$ cat src/rtl/elastic_pipe_reg_pkg.sv
// Sizing helpers and per-stage state type for the elastic pipeline register.
// VC_ELASTIC_PIPE_SKID_EN doubles capacity (two entries per stage).
package vc_pipe_pkg;

    typedef struct packed {
        logic val;
        logic skid_val;
    } stage_state_t;

    function automatic int cap(input int nstages);
`ifdef VC_ELASTIC_PIPE_SKID_EN
        return 2 * nstages;
`else
        return nstages;
`endif
    endfunction

    function automatic int cnt_w(input int nstages);
        return $clog2(cap(nstages) + 1);
    endfunction

endpackage

$ cat src/rtl/elastic_pipe_stage.sv
// One elastic stage with val/rdy on both sides; flush clears valid bits, data holds.
// With VC_ELASTIC_PIPE_SKID_EN a second entry makes in_rdy_o a pure flop output.
module elastic_pipe_stage
    import vc_pipe_pkg::*;
#(
    parameter int                 p_nbits       = 32,
    parameter logic [p_nbits-1:0] p_reset_value = '0
) (
    input  logic               clk,
    input  logic               rst,
    input  logic               flush_i,
    input  logic               in_val_i,
    output logic               in_rdy_o,
    input  logic [p_nbits-1:0] in_msg_i,
    output logic               out_val_o,
    input  logic               out_rdy_i,
    output logic [p_nbits-1:0] out_msg_o
);

    stage_state_t       st_q, st_d;
    logic [p_nbits-1:0] data_q, data_d;

    always_ff @(posedge clk or posedge rst) begin
        if (rst) begin
            st_q   <= '0;
            data_q <= p_reset_value;
        end else begin
            st_q   <= st_d;
            data_q <= data_d;
        end
    end

    assign out_val_o = st_q.val;
    assign out_msg_o = data_q;

`ifdef VC_ELASTIC_PIPE_SKID_EN
    logic [p_nbits-1:0] skid_q, skid_d;

    always_ff @(posedge clk or posedge rst) begin
        if (rst) skid_q <= p_reset_value;
        else     skid_q <= skid_d;
    end

    assign in_rdy_o = !st_q.skid_val;

    // Main entry refills from the skid entry first so order is preserved.
    always_comb begin
        st_d   = st_q;
        data_d = data_q;
        skid_d = skid_q;
        if (flush_i) begin
            st_d = '0;
        end else if (!st_q.val || out_rdy_i) begin
            if (st_q.skid_val) begin
                data_d        = skid_q;
                st_d.val      = 1'b1;
                st_d.skid_val = 1'b0;
            end else begin
                st_d.val = in_val_i;
                if (in_val_i) data_d = in_msg_i;
            end
        end else if (in_val_i && !st_q.skid_val) begin
            skid_d        = in_msg_i;
            st_d.skid_val = 1'b1;
        end
    end
`else
    assign in_rdy_o = !st_q.skid_val && (!st_q.val || out_rdy_i);

    always_comb begin
        st_d   = st_q;
        data_d = data_q;
        if (flush_i) begin
            st_d = '0;
        end else if (!st_q.val || out_rdy_i) begin
            st_d.val = in_val_i;
            if (in_val_i) data_d = in_msg_i;
        end
    end
`endif

endmodule

$ cat src/rtl/elastic_pipe_reg.sv
// Elastic pipeline register: p_nstages val/rdy stages with flush and occupancy count.
// Define VC_ELASTIC_PIPE_SKID_EN for registered-ready skid stages (capacity 2*p_nstages).
module elastic_pipe_reg
    import vc_pipe_pkg::*;
#(
    parameter int                 p_nbits       = 32,
    parameter int                 p_nstages     = 2,
    parameter logic [p_nbits-1:0] p_reset_value = '0
) (
    input  logic                        clk,
    input  logic                        reset,
    input  logic                        flush,
    input  logic                        in_val,
    output logic                        in_rdy,
    input  logic [p_nbits-1:0]          in_msg,
    output logic                        out_val,
    input  logic                        out_rdy,
    output logic [p_nbits-1:0]          out_msg,
    output logic [cnt_w(p_nstages)-1:0] occupancy
);

    localparam int CAP   = cap(p_nstages);
    localparam int CNT_W = cnt_w(p_nstages);

    if (p_nstages < 1) begin : g_bad_depth
        $error("elastic_pipe_reg: p_nstages must be >= 1");
    end

    logic [p_nstages:0] val_c;
    logic [p_nstages:0] rdy_c;
    logic [p_nbits-1:0] msg_c [0:p_nstages];
    logic               in_fire, out_fire;
    logic [CNT_W-1:0]   occ_q, occ_d;

    assign val_c[0]         = in_val;
    assign msg_c[0]         = in_msg;
    assign rdy_c[p_nstages] = out_rdy;

    for (genvar i = 0; i < p_nstages; i++) begin : g_stage
        elastic_pipe_stage #(
            .p_nbits       (p_nbits),
            .p_reset_value (p_reset_value)
        ) u_stage (
            .clk       (clk),
            .rst       (reset),
            .flush_i   (flush),
            .in_val_i  (val_c[i]),
            .in_rdy_o  (rdy_c[i]),
            .in_msg_i  (msg_c[i]),
            .out_val_o (val_c[i+1]),
            .out_rdy_i (rdy_c[i+1]),
            .out_msg_o (msg_c[i+1])
        );
    end

    // Flush and reset mask the external handshake so no transfer is counted.
    assign in_rdy    = rdy_c[0] && !flush && !reset;
    assign out_val   = val_c[p_nstages] && !flush;
    assign out_msg   = msg_c[p_nstages];
    assign in_fire   = in_val && in_rdy;
    assign out_fire  = out_val && out_rdy;
    assign occupancy = occ_q;

    always_comb begin
        occ_d = occ_q;
        if (flush) begin
            occ_d = '0;
        end else if (in_fire && !out_fire) begin
            occ_d = occ_q + CNT_W'(1);
        end else if (out_fire && !in_fire) begin
            occ_d = occ_q - CNT_W'(1);
        end
    end

    always_ff @(posedge clk or posedge reset) begin
        if (reset) occ_q <= '0;
        else       occ_q <= occ_d;
    end

`ifndef SYNTHESIS
    always @(posedge clk) begin
        if (!reset) begin
            assert (!$isunknown({in_val, out_rdy, flush}))
                else $error("elastic_pipe_reg: X on in_val/out_rdy/flush");
            assert (!(in_fire && !out_fire && occ_q == CNT_W'(CAP)))
                else $error("elastic_pipe_reg: occupancy overflow");
            assert (!(out_fire && !in_fire && occ_q == '0))
                else $error("elastic_pipe_reg: occupancy underflow");
        end
    end
`endif

endmodule

$ cat config.mk
export PLATFORM = sky130hd
export DESIGN_NAME = elastic_pipe_reg
export DESIGN_NICKNAME = d
export VERILOG_FILES = /design/src/rtl/elastic_pipe_reg_pkg.sv /design/src/rtl/elastic_pipe_stage.sv /design/src/rtl/elastic_pipe_reg.sv
export SDC_FILE = /design/constraint.sdc
export NUM_CORES = 1
export LEC_CHECK = 0
export CAP_MARGIN = 30
export CORE_UTILIZATION = 40
export DETAILED_ROUTE_END_ITERATION = 12
export PLACE_DENSITY = 0.67
export SLEW_MARGIN = 20
export SYNTH_ARGS = -nofsm -noshare
export SYNTH_HDL_FRONTEND = slang
export SYNTH_SLANG_ARGS = --single-unit
$ cat constraint.sdc
create_clock -name clk -period 2.99 [get_ports clk]
set_clock_uncertainty 0.2 [all_clocks]
set_input_delay 0.299 -clock clk [delete_from_list [all_inputs] [get_ports clk]]
set_output_delay 0.299 -clock clk [all_outputs]
set_load 0.01 [all_outputs]
== After elaboration in Yosys (flattened, before gate mapping) ==
Index checks and enable logic that the tools add are counted.

* Register bits after elaboration: 68
* Input bits: 37
* Output and inout port bits: 36
* Word-level logic and storage cells: 35

* Add/sub/neg operators: 2
* Muxes and demuxes: 7
* Bitwise operators: 1
* Reduce and logical (&&, ||, !) cells: 20

{| class="wikitable"
|+ Operators by type and width
! kind !! number
|-
| logical AND 1 bit || 7
|-
| logical NOT 1 bit || 6
|-
| two-way mux 2 bit || 3
|-
| AND reduction 3 bit || 2
|-
| two-way mux 1 bit || 4
|-
| nonzero test 2 bit || 2
|-
| nonzero test 3 bit || 1
|-
| adder 2 x 1 -> 2 bit (second input constant) || 1
|-
| logical OR 1 bit || 2
|-
| subtractor 2 x 1 -> 2 bit (second input constant) || 1
|-
| inverter 1 bit || 1
|}

== Depth between registers and ports, before layout ==
* Word-level depth: 11
* Gate-level depth with buffers: 4
* Depth with buffers taken out: 3

== By module ==
A second synthesis with hierarchy kept.

* Cells, all modules: 163
* Area total of the unflattened synthesis: 2701.3 um^2

{| class="wikitable"
|+ Modules (own cells, without submodules)
! module !! instances !! cells each !! area each (um^2) !! seq. area each (um^2)
|-
| elastic_pipe_stage || 2 || 74 || 1267.5 || 825.8
|-
| elastic_pipe_reg || 1 || 15 || 166.4 || 50.0
|}

== Worst setup path after synthesis ==
No wires, ideal clock.

* Kind: register -> register
* From: register g_stage[1].u_stage.st_q (netlist bit g_stage[1].u_stage.out_val_o)
* To: register g_stage[0].u_stage.data_q[0]
* Setup time: 0.125 ns
* Arrival time: 1.170 ns
* Data required time: 2.665 ns
* Path slack: 1.495 ns
* Stages on the path, launching flop included: 5
* Buffers on the path: 1
* Clock period less this slack: 1.495 ns
* Path through: dfrtp_1 > nand3b_4 > nand3b_4 > buf_6 > mux2_4

* Cells in the longest elaborated chain, start to end: 4

{| class="wikitable"
|+ RTL lines
! what !! line !! text
|-
| start, declared || elastic_pipe_stage.sv:20 || <nowiki>stage_state_t st_q, st_d;</nowiki>
|-
| start signal, assigned || elastic_pipe_stage.sv:28 || <nowiki>st_q <= st_d;</nowiki>
|-
| logical NOT 1 bit || elastic_pipe_stage.sv:68 || <nowiki>assign in_rdy_o = !st_q.skid_val && (!st_q.val || out_rdy_i);</nowiki>
|-
| logical OR 1 bit || elastic_pipe_stage.sv:68 ||
|-
| logical OR 1 bit || elastic_pipe_stage.sv:75 || <nowiki>end else if (!st_q.val || out_rdy_i) begin</nowiki>
|-
| AND reduction 3 bit (no source line) || - ||
|-
| end signal, assigned || elastic_pipe_stage.sv:26 || <nowiki>data_q <= p_reset_value;</nowiki>
|-
| end signal, assigned || elastic_pipe_stage.sv:29 || <nowiki>data_q <= data_d;</nowiki>
|-
| end, declared || elastic_pipe_stage.sv:21 || <nowiki>logic [p_nbits-1:0] data_q, data_d;</nowiki>
|}

Every way passes these cells.
A chain may end at the register's enable or synchronous reset.

== Final worst setup path ==
* From: input out_rdy
* To: output in_rdy

* Cells in the longest elaborated chain, start to end: 4

{| class="wikitable"
|+ RTL lines
! what !! line !! text
|-
| start, declared || elastic_pipe_reg.sv:17 || <nowiki>input logic out_rdy,</nowiki>
|-
| logical OR 1 bit (2 in series) || elastic_pipe_stage.sv:68 ||
|-
| logical AND 1 bit (2 in series) || elastic_pipe_reg.sv:57 || <nowiki>assign in_rdy = rdy_c[0] && !flush && !reset;</nowiki>
|-
| end, declared || elastic_pipe_reg.sv:14 || <nowiki>output logic in_rdy,</nowiki>
|}

Every way passes these cells.

==> metrics.cfg <==
[floorplan]
io_pins = 73
die_y_microns = 87.1
fp-row-count = 30
die-width_microns = 87.1
start_util = 0.420
coreArea_sq_mm = 0.00691
dieArea_sq_mm = 0.00759

[grt]
grt_max_degree = 40
grtUsageTotal = 0.156
grt_pass1_wl_mm = 8.75
antenna_found_initial = 0
grt_pass1_vias = 1715
grt-ovfl-total = 0

[clock_tree]
cts_hold_buf = 0
clock_latency_ns = 0.34
cts_resized = 0
clockBufferDepth = 2
cts-root-buf = clkbuf_8
clk_pin_slew_ns = 0.07
htreeDepth = 3
cts_buffers = 9
post-cts-setup-buffers = 0
cts_tree = yes
clock-sinks = 68

[place]
dp_slack_ns = 0.611
hpwl_mm = 3.32
gp_congestion = 0.717
place_area_sq_mm = 0.00371
port_buffers = 72

[yosys]
netlist_top_cells_area = dfrtp_1, mux2_4, mux2_2
synth.distinct_cells = 24
ys_ff_latch = 68
yosys_warnings = 0
syn_inst = 167
synthDominantCellAreaShare = 0.587
synth_nets = 204
syn_avg_cell_area_sq_um = 17.4
netlist_area_sq_mm = 0.00290
ys_seq_area_frac = 0.587
synth_top_area_cell = dfrtp_1

[sta]
setup_tns_ns = 0
drv_slew = 0
fin_crit_ns = 2.33
rsz0062_at_grt = false
relSlewSlack = 0.572
timing.final.crit_share = 0.778
setup_violations = 0
max_freq_ghz = 0.430
finalWorstSetupSlack_ns = 0.664
final_hold_viol_count = 0
worstMarginPinSlew_ns = 0.641

[routing]
routed_via_density = 4.74
postRouteAntennaNets = 0
wirelength_mm = 5.16
dr.pass1.iters = 4
vias = 1641
wl_per_cell_microns = 14.9
drc = 0
first_iter_violations = 42

[finish]
drive_above_1_share = 0.356
final_nets = 282
final_cell_area_sq_mm = 0.00392
syn2layout_area_growth_pct = 35.3
antenna_cells = 0
seq_area_sq_mm = 0.00170
multiInputGateArea_sq_mm = 0.00111
n_fill_cell = 591

[critical_path]
cp.arrival_ns = 1.83
cp_max_fo = 7
worstSetupPathType = in2out
start_kind = primary input
end_kind = output pin
cp.required_ns = 2.49

[flow_run]
drv_cap = 0

[power]
power_mw = 2.79
power_density_mw_per_mm2 = 710
p_leak_nw = 1.80
irDropWorstVdd_mv = 0.297

[status]
status = finished, final reports clean

[hold_path]
min_path_type = in2async

==> placed cells by master (no fill, tap or decap), types with 2 or more instances in the layout <==
master | synthesis | layout
a2111o_1 | 2 | 2
and3b_2 | 2 | 2
buf_12 | 0 | 2
bufinv_16 | 0 | 2
clkbuf_8 | 0 | 9
clkdlybuf4s50_1 | 0 | 72
clkinvlp_4 | 0 | 2
dfrtp_1 | 68 | 68
inv_1 | 3 | 2
mux2_2 | 20 | 20
mux2_4 | 44 | 44
nand3b_4 | 3 | 3
nand4_1 | 2 | 2
nor2_1 | 2 | 2
nor2b_1 | 2 | 2
==> cells in the mapped netlist <==
| library cell | n |
|---|---|
| dfrtp_1 | 68 |
| mux2_4 | 44 |
| mux2_2 | 20 |
| buf_6 | 6 |
| inv_1 | 3 |
| nand3b_4 | 3 |
| a2111o_1 | 2 |
| and3b_2 | 2 |
| nand4_1 | 2 |
| nor2_1 | 2 |
| nor2b_1 | 2 |
| a211oi_1 | 1 |
| a21boi_0 | 1 |
| a21oi_1 | 1 |
| buf_2 | 1 |
| nand2b_2 | 1 |
| nand3b_1 | 1 |
| nand4b_1 | 1 |
| nor3_1 | 1 |
| nor3b_1 | 1 |
| nor3b_2 | 1 |
| nor4bb_1 | 1 |
| o211ai_1 | 1 |
| o21ai_0 | 1 |
==> sequential cells by signal, indices dropped and copies added, names as in the netlist <==
name	flops
g_stage.u_stage.out_msg_o	64
g_stage.u_stage.out_val_o	2
occupancy	2
==> metal layers <==
layer	wire length [microns]	GRT usage
met5	0	0
met4	93	0.0939
met3	285	0.0379
met1	2450	0.224
met2	2330	0.213
==> report_power, final <==
part           total [mW]  switching [mW]  internal (mW)
sequential           1.24           0.117           1.12
clock               0.814           0.345          0.469
combinational       0.732           0.223          0.509
total                2.79           0.685           2.10
==> critical path, stage by stage <==
cell and delay [ns]:
clkdlybuf4s50_1 0.58, and3b_2 0.25, nor3_1 0.14, clkdlybuf4s50_1 0.56
==> final timing paths <==
kind	slack, ns	cells past startpoint	from	endpoint
worst max-delay path	0.66	4	out_rdy	in_rdy
max in group asynchronous	1.66	3	reset	g_stage[0].u_stage.out_msg_o[3]
worst max register to register	1.11	4	g_stage[1].u_stage.out_val_o	g_stage[0].u_stage.out_msg_o[30]
min in group clk	0.30	1	g_stage[0].u_stage.out_msg_o[26]	g_stage[1].u_stage.out_msg_o[26]
worst min register to register	0.30	1	g_stage[0].u_stage.out_msg_o[26]	g_stage[1].u_stage.out_msg_o[26]
worst min-delay path	0.29	2	reset	g_stage[1].u_stage.out_val_o
==> cells by family after synthesis <==
logic type      count (synthesis)  share of synthesized area
simple gates                   18                     0.0596
buf+inv                        10                     0.0289
mux                            64                      0.306
compound gates                  7                     0.0190
flops                          68                      0.587
==> layout make-up <==
| cell class | instances | area share |
|---|---|---|
| Tap cell | 96 | 0.0306 |
| Sequential cell | 68 | 0.434 |
| Timing Repair Buffer | 74 | 0.194 |
| Clock inverter | 6 | 0.0226 |
| Multi-Input combinational cell | 89 | 0.284 |
| Clock buffer | 10 | 0.0325 |
| Inverter | 3 | 0.00287 |
==> per-stage QoR <==
step            util  std cells  hold slack [ns]
2_1_floorplan      -        167            0.229
6_report       0.568        346            0.294
4_1_cts        0.568        346            0.304
5_1_grt        0.568        346            0.318
3_3_place_gp   0.537        330            0.285
3_5_place_dp   0.537        330            0.291
Note: power is estimated with default switching activity, not from simulation.
